`config.mk`:
```
export PLATFORM = sky130hd
export DESIGN_NAME = fifo_4r
export DESIGN_NICKNAME = d
export VERILOG_FILES = /design/src/rtl/fifo_4r.sv
export SDC_FILE = /design/constraint.sdc
export NUM_CORES = 2
export LEC_CHECK = 0
export BUFFER_PORTS_ARGS = -buffer_cell sky130_fd_sc_hd__buf_4
export CORE_MARGIN = 4
export CORE_UTILIZATION = 45
export DETAILED_ROUTE_END_ITERATION = 12
export SYNTH_ARGS = -nofsm -noshare
export SYNTH_HDL_FRONTEND = slang
export SYNTH_SLANG_ARGS = --single-unit
```
`constraint.sdc`:
```
create_clock -name clk -period 6.05 [get_ports clk]
set_input_delay 0.605 -clock clk [delete_from_list [all_inputs] [get_ports clk]]
set_output_delay 0.605 -clock clk [all_outputs]
set_load 0.02 [all_outputs]
```
`src/rtl/fifo_4r.sv`:
```
// -----------------------------------------------------------------------------
// fifo_4r
//   Multi-pop FIFO with one write port and up to four pops per cycle,
//   first-word fall-through. The four oldest entries are presented
//   combinationally on packed lanes; the consumer chooses how many to take.
//   An empty FIFO forwards an accepted push straight to lane 0 (bypass), so a
//   producer/consumer pair can stream through it with zero added latency.
//
// Ports
//   clk         clock, all state updates on posedge
//   rst_n       synchronous reset, active-low
//   w_val       push w_data this cycle
//   w_data      push data
//   w_drop      push discarded because the FIFO is full (comb)
//   r_req       entries the consumer wants to pop, 0..4 (values >4 act as 4)
//   r_data_0..3 lane i = i-th oldest entry, all ones when lane not valid (comb)
//   r_vld       thermometer lane-valid mask, r_vld[i] = (i < avail) (comb)
//   r_cnt       entries actually popped = min(r_req, avail) (comb)
//   size        registered occupancy, 0..FIFO_DEPTH
//   full        registered, size == FIFO_DEPTH
//   data_avail  at least one lane valid (comb)
// -----------------------------------------------------------------------------
module fifo_4r #(
  parameter int FIFO_WIDTH = 32,
  parameter int FIFO_DEPTH = 16,
  parameter int CNT_WIDTH  = $clog2(FIFO_DEPTH) + 1
) (
  input  logic                  clk,
  input  logic                  rst_n,
  input  logic                  w_val,
  input  logic [FIFO_WIDTH-1:0] w_data,
  output logic                  w_drop,
  input  logic [2:0]            r_req,
  output logic [FIFO_WIDTH-1:0] r_data_0,
  output logic [FIFO_WIDTH-1:0] r_data_1,
  output logic [FIFO_WIDTH-1:0] r_data_2,
  output logic [FIFO_WIDTH-1:0] r_data_3,
  output logic [3:0]            r_vld,
  output logic [2:0]            r_cnt,
  output logic [CNT_WIDTH-1:0]  size,
  output logic                  full,
  output logic                  data_avail
);

  localparam int PTR_WIDTH = $clog2(FIFO_DEPTH);
  localparam int SUM_WIDTH = CNT_WIDTH + 1;
  localparam logic [FIFO_WIDTH-1:0] ELEM_NONE = '1;

  // ---------------------------------------------------------------------------
  // Helpers
  // ---------------------------------------------------------------------------

  // Requests above four are treated as four.
  function automatic logic [2:0] clamp_req(input logic [2:0] req);
    return (req > 3'd4) ? 3'd4 : req;
  endfunction

  function automatic logic [2:0] min3(input logic [2:0] a, input logic [2:0] b);
    return (a < b) ? a : b;
  endfunction

  // ---------------------------------------------------------------------------
  // State
  // ---------------------------------------------------------------------------
  logic [FIFO_WIDTH-1:0] mem [FIFO_DEPTH];
  logic [PTR_WIDTH-1:0]  head;
  logic [PTR_WIDTH-1:0]  tail;

  logic                  w_acc;
  logic [2:0]            avail;
  logic [2:0]            req_eff;
  logic [SUM_WIDTH-1:0]  size_next;
  logic [PTR_WIDTH-1:0]  rd_ptr [4];
  logic [FIFO_WIDTH-1:0] lane   [4];
  logic                  empty;

  // ---------------------------------------------------------------------------
  // Write side
  // ---------------------------------------------------------------------------
  // Acceptance looks only at the registered full flag: a pop in the same cycle
  // does not free space for a push until the following cycle.
  assign w_acc  = w_val & ~full;
  assign w_drop = w_val &  full;
  assign empty  = (size == '0);

  // ---------------------------------------------------------------------------
  // Read side
  // ---------------------------------------------------------------------------
  // With stored entries only storage is visible (at most four). When empty,
  // an accepted push is offered on lane 0 in the same cycle.
  always_comb begin
    avail = 3'd0;
    if (empty) begin
      avail = {2'b00, w_acc};
    end else if (size >= CNT_WIDTH'(4)) begin
      avail = 3'd4;
    end else begin
      avail = size[2:0];
    end
  end

  assign req_eff    = clamp_req(r_req);
  assign r_cnt      = min3(req_eff, avail);
  assign data_avail = (avail != 3'd0);

  always_comb begin
    for (int i = 0; i < 4; i++) begin
      r_vld[i] = (3'(i) < avail);
    end
  end

  // Lanes are masked to ELEM_NONE beyond avail so stale storage never leaks.
  // FIFO_DEPTH >= 8 keeps the four read pointers distinct.
  always_comb begin
    for (int i = 0; i < 4; i++) begin
      rd_ptr[i] = head + PTR_WIDTH'(i);
      lane[i]   = ELEM_NONE;
      if (r_vld[i]) begin
        lane[i] = empty ? w_data : mem[rd_ptr[i]];
      end
    end
  end

  assign r_data_0 = lane[0];
  assign r_data_1 = lane[1];
  assign r_data_2 = lane[2];
  assign r_data_3 = lane[3];

  // ---------------------------------------------------------------------------
  // Occupancy
  // ---------------------------------------------------------------------------
  // One extra bit of headroom; r_cnt never exceeds size + w_acc so the result
  // is never negative, and w_acc is blocked at DEPTH so it never overflows.
  assign size_next = {1'b0, size} + SUM_WIDTH'(w_acc) - SUM_WIDTH'(r_cnt);

  // ---------------------------------------------------------------------------
  // Register update
  // ---------------------------------------------------------------------------
  // A bypassed push is still written at tail; head advances past it in the
  // same edge, so both pointers stay in lock-step with the stored contents.
  always_ff @(posedge clk) begin
    if (!rst_n) begin
      head <= '0;
      tail <= '0;
      size <= '0;
      full <= 1'b0;
      for (int i = 0; i < FIFO_DEPTH; i++) begin
        mem[i] <= ELEM_NONE;
      end
    end else begin
      if (w_acc) begin
        mem[tail] <= w_data;
        tail      <= tail + PTR_WIDTH'(1);
      end
      head <= head + PTR_WIDTH'(r_cnt);
      size <= size_next[CNT_WIDTH-1:0];
      full <= (size_next == SUM_WIDTH'(FIFO_DEPTH));
    end
  end

endmodule

```
# Yosys cells after proc, flatten, opt, wreduce, memory -nomap -nowiden
# Memories as Yosys holds them, arrays and structs flattened. A register that Yosys moved wholly into a read port is not among the register bits.
# Index checks and enable logic that the tools add are counted.
[totals] reg_bits=14 latch_bits=0 ram_bits=512 mem_bits_ro=0 inputBits=38 out_inout_bits=143 word_cells=46 memories=1
[memory_table] name="mem" words=16 word_bits=32 rd=4 rd_clocked_by_memory_dff=1 write_ports=16 line_no="65" source="logic [FIFO_WIDTH-1:0] mem [FIFO_DEPTH];"
[classes] n_addsub=7 mul=0 div_mod_pow=0 magnitude_cmp=7 n_eq_ne=1 n_shift=0 mux=20 bitwise_logic=3 n_reduce_logical=3
[op_table] cell="two-way mux 32 bit" count=9
[op_table] cell="OR reduction 32 bit" count=1
[op_table] cell="two-way mux 3 bit" count=4
[op_table] cell="adder 4 x 1 -> 4 bit, second input constant" count=2
[op_table] cell="adder 4 x 2 -> 4 bit, second input constant" count=2
[op_table] cell="two-way mux 4 bit" count=2
[op_table] cell="adder 5 x 1 -> 6 bit" count=1
[op_table] cell="== test 6 x 5 -> 1 bit, second input constant" count=1
[op_table] cell="< comparator 1 x 3 -> 1 bit, first input constant" count=2
[op_table] cell="< comparator 2 x 3 -> 1 bit, first input constant" count=2
[op_table] cell="subtractor 6 x 3 -> 6 bit" count=1
[op_table] cell=">= comparator 5 x 3 -> 1 bit, second input constant" count=1
[op_table] cell="zero test 5 bit" count=1
[op_table] cell="two-way mux 1 bit" count=5
[op_table] cell="adder 4 x 3 -> 4 bit" count=1
[op_table] cell="> comparator 3 bit, second input constant" count=1
[op_table] cell="< comparator 3 bit" count=1
[op_table] cell="nonzero test 3 bit" count=1
[op_table] cell="AND 1 bit" count=2
[op_table] cell="NOT 1 bit" count=1

# Depth between registers and ports, before layout
[logic_depth] word_depth=7 mapped_depth=20 mapped_depth_nobuf=19

# Worst setup path before layout
# Ideal clock, no wire load.
[synth_path] kind="flip-flop to flip-flop" startpoint="register size[4]" endpoint="register full" setup_time_ns=0.086 arrival_time_ns=4.722 required_ns=5.964 path_slack_ns=1.243 stages_incl_launch_ff=17 n_path_buf=1 synth_period_minus_slack_ns=4.807 cell_sequence="dfxtp_1 inv_1 ha_1 nor2b_1 nor2_1 clkbuf_1 inv_1 ha_1 o21a_1 o22ai_1 mux2i_1 ha_1 inv_1 ha_1 fa_1 or4_1 a211oi_1"
[synth_via] elab_chain_cells=7 word_cells_on_any_way=9 cone_classes="add/sub: 2; order compare: 2; eq/ne: 1; mux: 3; reduce/logical: 1"
[synth_rtl] item="from (decl)" line_no="40" source="output logic [CNT_WIDTH-1:0] size,"
[synth_rtl] item="from (signal assigned)" line_no="156" source="size <= size_next[CNT_WIDTH-1:0];"
[synth_rtl] item=">= comparator 5 x 3 -> 1 bit" line_no="95" source="end else if (size >= CNT_WIDTH'(4)) begin"
[synth_rtl] item="two-way mux 3 bit" line_no="95"
[synth_rtl] item="two-way mux 3 bit (*)" line_no="93" source="if (empty) begin"
[synth_rtl] item="< comparator 3 bit" line_no="59" source="return (a < b) ? a : b;"
[synth_rtl] item="two-way mux 3 bit (*)" line_no="59"
[synth_rtl] item="net r_cnt[0]" line_no="39" source="output logic [2:0] r_cnt,"
[synth_rtl] item="subtractor 6 x 3 -> 6 bit (*)" line_no="134" source="assign size_next = {1'b0, size} + SUM_WIDTH'(w_acc) - SUM_WIDTH'(r_cnt);"
[synth_rtl] item="net size_next[1]" line_no="72" source="logic [SUM_WIDTH-1:0] size_next;"
[synth_rtl] item="== test 6 x 5 -> 1 bit (*)" line_no="157" source="full <= (size_next == SUM_WIDTH'(FIFO_DEPTH));"
[synth_rtl] item="to (signal assigned)" line_no="157"
[synth_rtl] item="to (decl)" line_no="41" source="output logic full,"
# The timed path passes the listed nets; every way through them passes the cells marked *.
# A chain may end at the register's enable or synchronous reset.

# Worst setup path after layout
[layout_path] startpoint="register head[1]" endpoint="output port r_data_1[31]"
[layout_via] elab_chain_cells=4
[layout_rtl] item="from (decl)" line_no="66" source="logic [PTR_WIDTH-1:0] head;"
[layout_rtl] item="from (signal assigned)" line_no="155" source="head <= head + PTR_WIDTH'(r_cnt);"
[layout_rtl] item="adder 4 x 1 -> 4 bit" line_no="116" source="rd_ptr[i] = head + PTR_WIDTH'(i);"
[layout_rtl] item="memory read (16 x 32 bit)"
[layout_rtl] item="two-way mux 32 bit" line_no="119" source="lane[i] = empty ? w_data : mem[rd_ptr[i]];"
[layout_rtl] item="two-way mux 32 bit" line_no="118" source="if (r_vld[i]) begin"
[layout_rtl] item="to (decl)" line_no="35" source="output logic [FIFO_WIDTH-1:0] r_data_1,"
# No other way between the ends.

==> flow_summary.yaml <==
power_and_ir_drop:
  p_per_area_nw_per_um2: 434.8
  peakVddDrop_uv: 453.1
  cellLeakagePower_nw: 10.07
placement:
  dp.cells: 3694
  portBuffers: 180
  gp_congestion: 0.8835
  dpl.hpwl_um: 75330
  place_area_sq_um: 39330
  dp_slack_ps: 1164
floorplan:
  rows: 105
  die_w_um: 295.2
  die-area_sq_um: 87170
  dieHeight_um: 295.2
  ios: 181
  start_util_pct: 45.29
  core_area_sq_um: 81980
synthesis:
  syn_avg_cell_area_sq_um: 13.69
  synth_top_family_by_area: "multiplexers"
  synth_common_cells: "edfxtp_1, mux4_2, or3_1, clkbuf_1, nand2_1"
  synth_warnings: 0
  synth_compound_area_share_pct: 6.858
  ys_top_cells_by_area: "edfxtp_1, mux4_2, or3_1"
  ys_types: 40
  syn_area_sq_um: 37130
  synth_nets: 2775
  yosys.area_share.simple_pct: 12.74
  seq_area_frac_synth_pct: 42.16
  synth_cells: 2713
  synth_top_area_share_pct: 41.41
  async_flop_share_pct: 0
  synth_fa_ha_area_share_pct: 0.8492
  synth-edff-count: 512
  synthMuxAreaShare_pct: 32.87
  ys_ff_latch: 526
  synth-xor-area-share_pct: 0.3741
  synth_area_leader_cell: "edfxtp_1"
  synth_ff_type: "edfxtp_1"
worst_setup_path:
  cp-endpoint: "r_data_1[31]"
  cpMaxStageDelayCell: "ha_4"
  worstSetupEndpointType: "primary output"
  start_kind: "register"
  cp_max_fo: 135
  r2r-start: "size[0]"
  path_buf_inv: 3
  arrival_ps: 4820
  crit_chain: "inv_4 > ha_4 > buf_12 > nor2b_1 > a211oi_1 > a21oi_1 > a2111oi_0 > o31ai_1 > buf_4"
  reg2reg_depth: 16
  cpLargestDelayFamily: "compound AO/OA/AOI/OAI gates"
  critical-path-max-stage-delay_ps: 740
  crit_required_ps: 5440
  worstReg2RegEnd: "full"
  crit_cells: 9
  crit_start: "head[1]"
  ff2ff_setup_slack_ps: 1170
  path_class: "register to primary output"
route:
  drt_wl_total_um: 129700
  drc_errors: 0
  postRouteAntennaNets: 0
  firstDrtPassIters: 6
  vias_per_cell: 7.153
  drt_iter0_markers: 3838
  wl_per_cell_um: 34.04
  num_vias: 27254
timing:
  setup_viol_count_final: 0
  fin_crit_ps: 5428
  slew_headroom_pct: 9.151
  rsz0062_at_grt: "no"
  fin_skew_ps: 11.90
  clock.fmax_mhz: 184.2
  setup_tns_ps: 0
  hold_viol_final: 0
  slew_violations: 0
  fin_ws_ps: 621.9
  period_share_pct: 89.72
  tightestPinTransition_ps: 1358
clock_tree:
  ctsHoldBuffers: 0
  cts_buffer_depth: 3
  cts_setup_buffers: 0
  root_buffer: "clkbuf_16"
  clkLatencyLatePin_ps: 620
  htree_levels: 2
  clkSlewWorstSetupHoldPaths_ps: 60
  numClockSinks: 526
  cts_tree: "built"
  cts_buffers: 58
  ctsResizeCount: 0
run:
  cap_violations: 0
grt:
  grt_overflow: 0
  grt_pass1_vias: 27130
  grt_usage_pct: 29.53
  grt_pass1_wl_um: 188700
  grt_max_degree: 169
  antenna_found_initial: 7
layout:
  drive_above_1_share_pct: 37.08
  finish.instance_area_sq_um: 41220
  nets: 2746
  post-route-util_pct: 50.29
  areaGrowthSynthToFinish_pct: 11.03
  num-fill-cells: 6885
  finalNonFillerCells: 3810
outcome:
  outcome: "complete, no violations"
worst_hold_path:
  hp-class: "input pin to register"
==> cell type report <==
type,instances,area (sq um),share of cell area [%]
Antenna cell,8,20.02,0.04856
Clock buffer,67,1506,3.654
Clock inverter,41,367.9,0.8923
Inverter,14,55.05,0.1335
Multi-Input combinational cell,1833,20300,49.24
Sequential cell,526,15670,38.01
Tap cell,1070,1339,3.248
Timing Repair Buffer,251,1972,4.783
==> per-layer routing <==
| layer | vias up | share of wire [%] | GRT usage (%) |
|---|---|---|---|
| li1 | 11055 | - | - |
| met1 | 13912 | 35 | 38.14 |
| met2 | 1892 | 48 | 47.83 |
| met3 | 391 | 12 | 7.084 |
| met4 | 4 | 5.2 | 13.33 |
| met5 | - | 0.022 | 0 |
==> flip-flops by register name, indices dropped and copies added (netlist names) <==
signal / flops
full: 1
mem: 512
tail: 4
head: 4
size: 5
==> worst min-delay path by stage <==
stage | to | depth (start not counted) | slack, ps | start
2_1_floorplan | tail[3] | 2 | 590 | tail[3]
3_3_place_gp | tail[3] | 3 | 670 | tail[0]
3_5_place_dp | tail[3] | 3 | 670 | tail[0]
4_1_cts | mem[10][26] | 2 | 330 | w_data[26]
5_1_grt | mem[1][26] | 2 | 380 | w_data[26]
6_report | mem[5][30] | 2 | 370 | w_data[30]
==> stage by stage <==
step,hold WS (ps),total power (W)
2_1_floorplan,586.6,0.01117
3_3_place_gp,670.2,0.01420
3_5_place_dp,672.6,0.01436
4_1_cts,332.7,0.01791
5_1_grt,377.1,0.01869
6_report,374.3,0.01793
==> cell usage in the layout, fill, tap and decap left out, drive strengths merged, types with 2 or more instances in the layout <==
cell,count
a32oi,33
clkbuf,67
a21oi,71
nor3,2
a211oi,97
o21ai,80
o31ai,32
nor2,8
inv,15
nand2b,39
dfxtp,14
xor2,5
buf,251
or2,128
nand2,177
a21o,3
or3,384
nor2b,70
edfxtp,512
xnor2,10
mux4,512
clkinv,30
ha,22
a2111oi,32
nand4,5
nand3,4
mux2i,66
o22ai,33
bufinv,7
clkinvlp,3
diode,8
and2,13
fa,2
==> power breakdown <==
group          leakage (nW)  internal [W]  switching, W
logic                  5.53       0.00372       0.00634
registers              3.63       0.00406      0.000232
clock network         0.906       0.00206       0.00150
==> cells by family after synthesis <==
logic type | after synthesis
AOI/OAI and AO/OA | 384
xor gates and xnor gates | 15
adders and majority gates | 24
buffers and inverters | 354
DFF | 526
muxes | 579
and+or+nand+nor | 831
No activity file was read; power rests on OpenSTA's default activity.
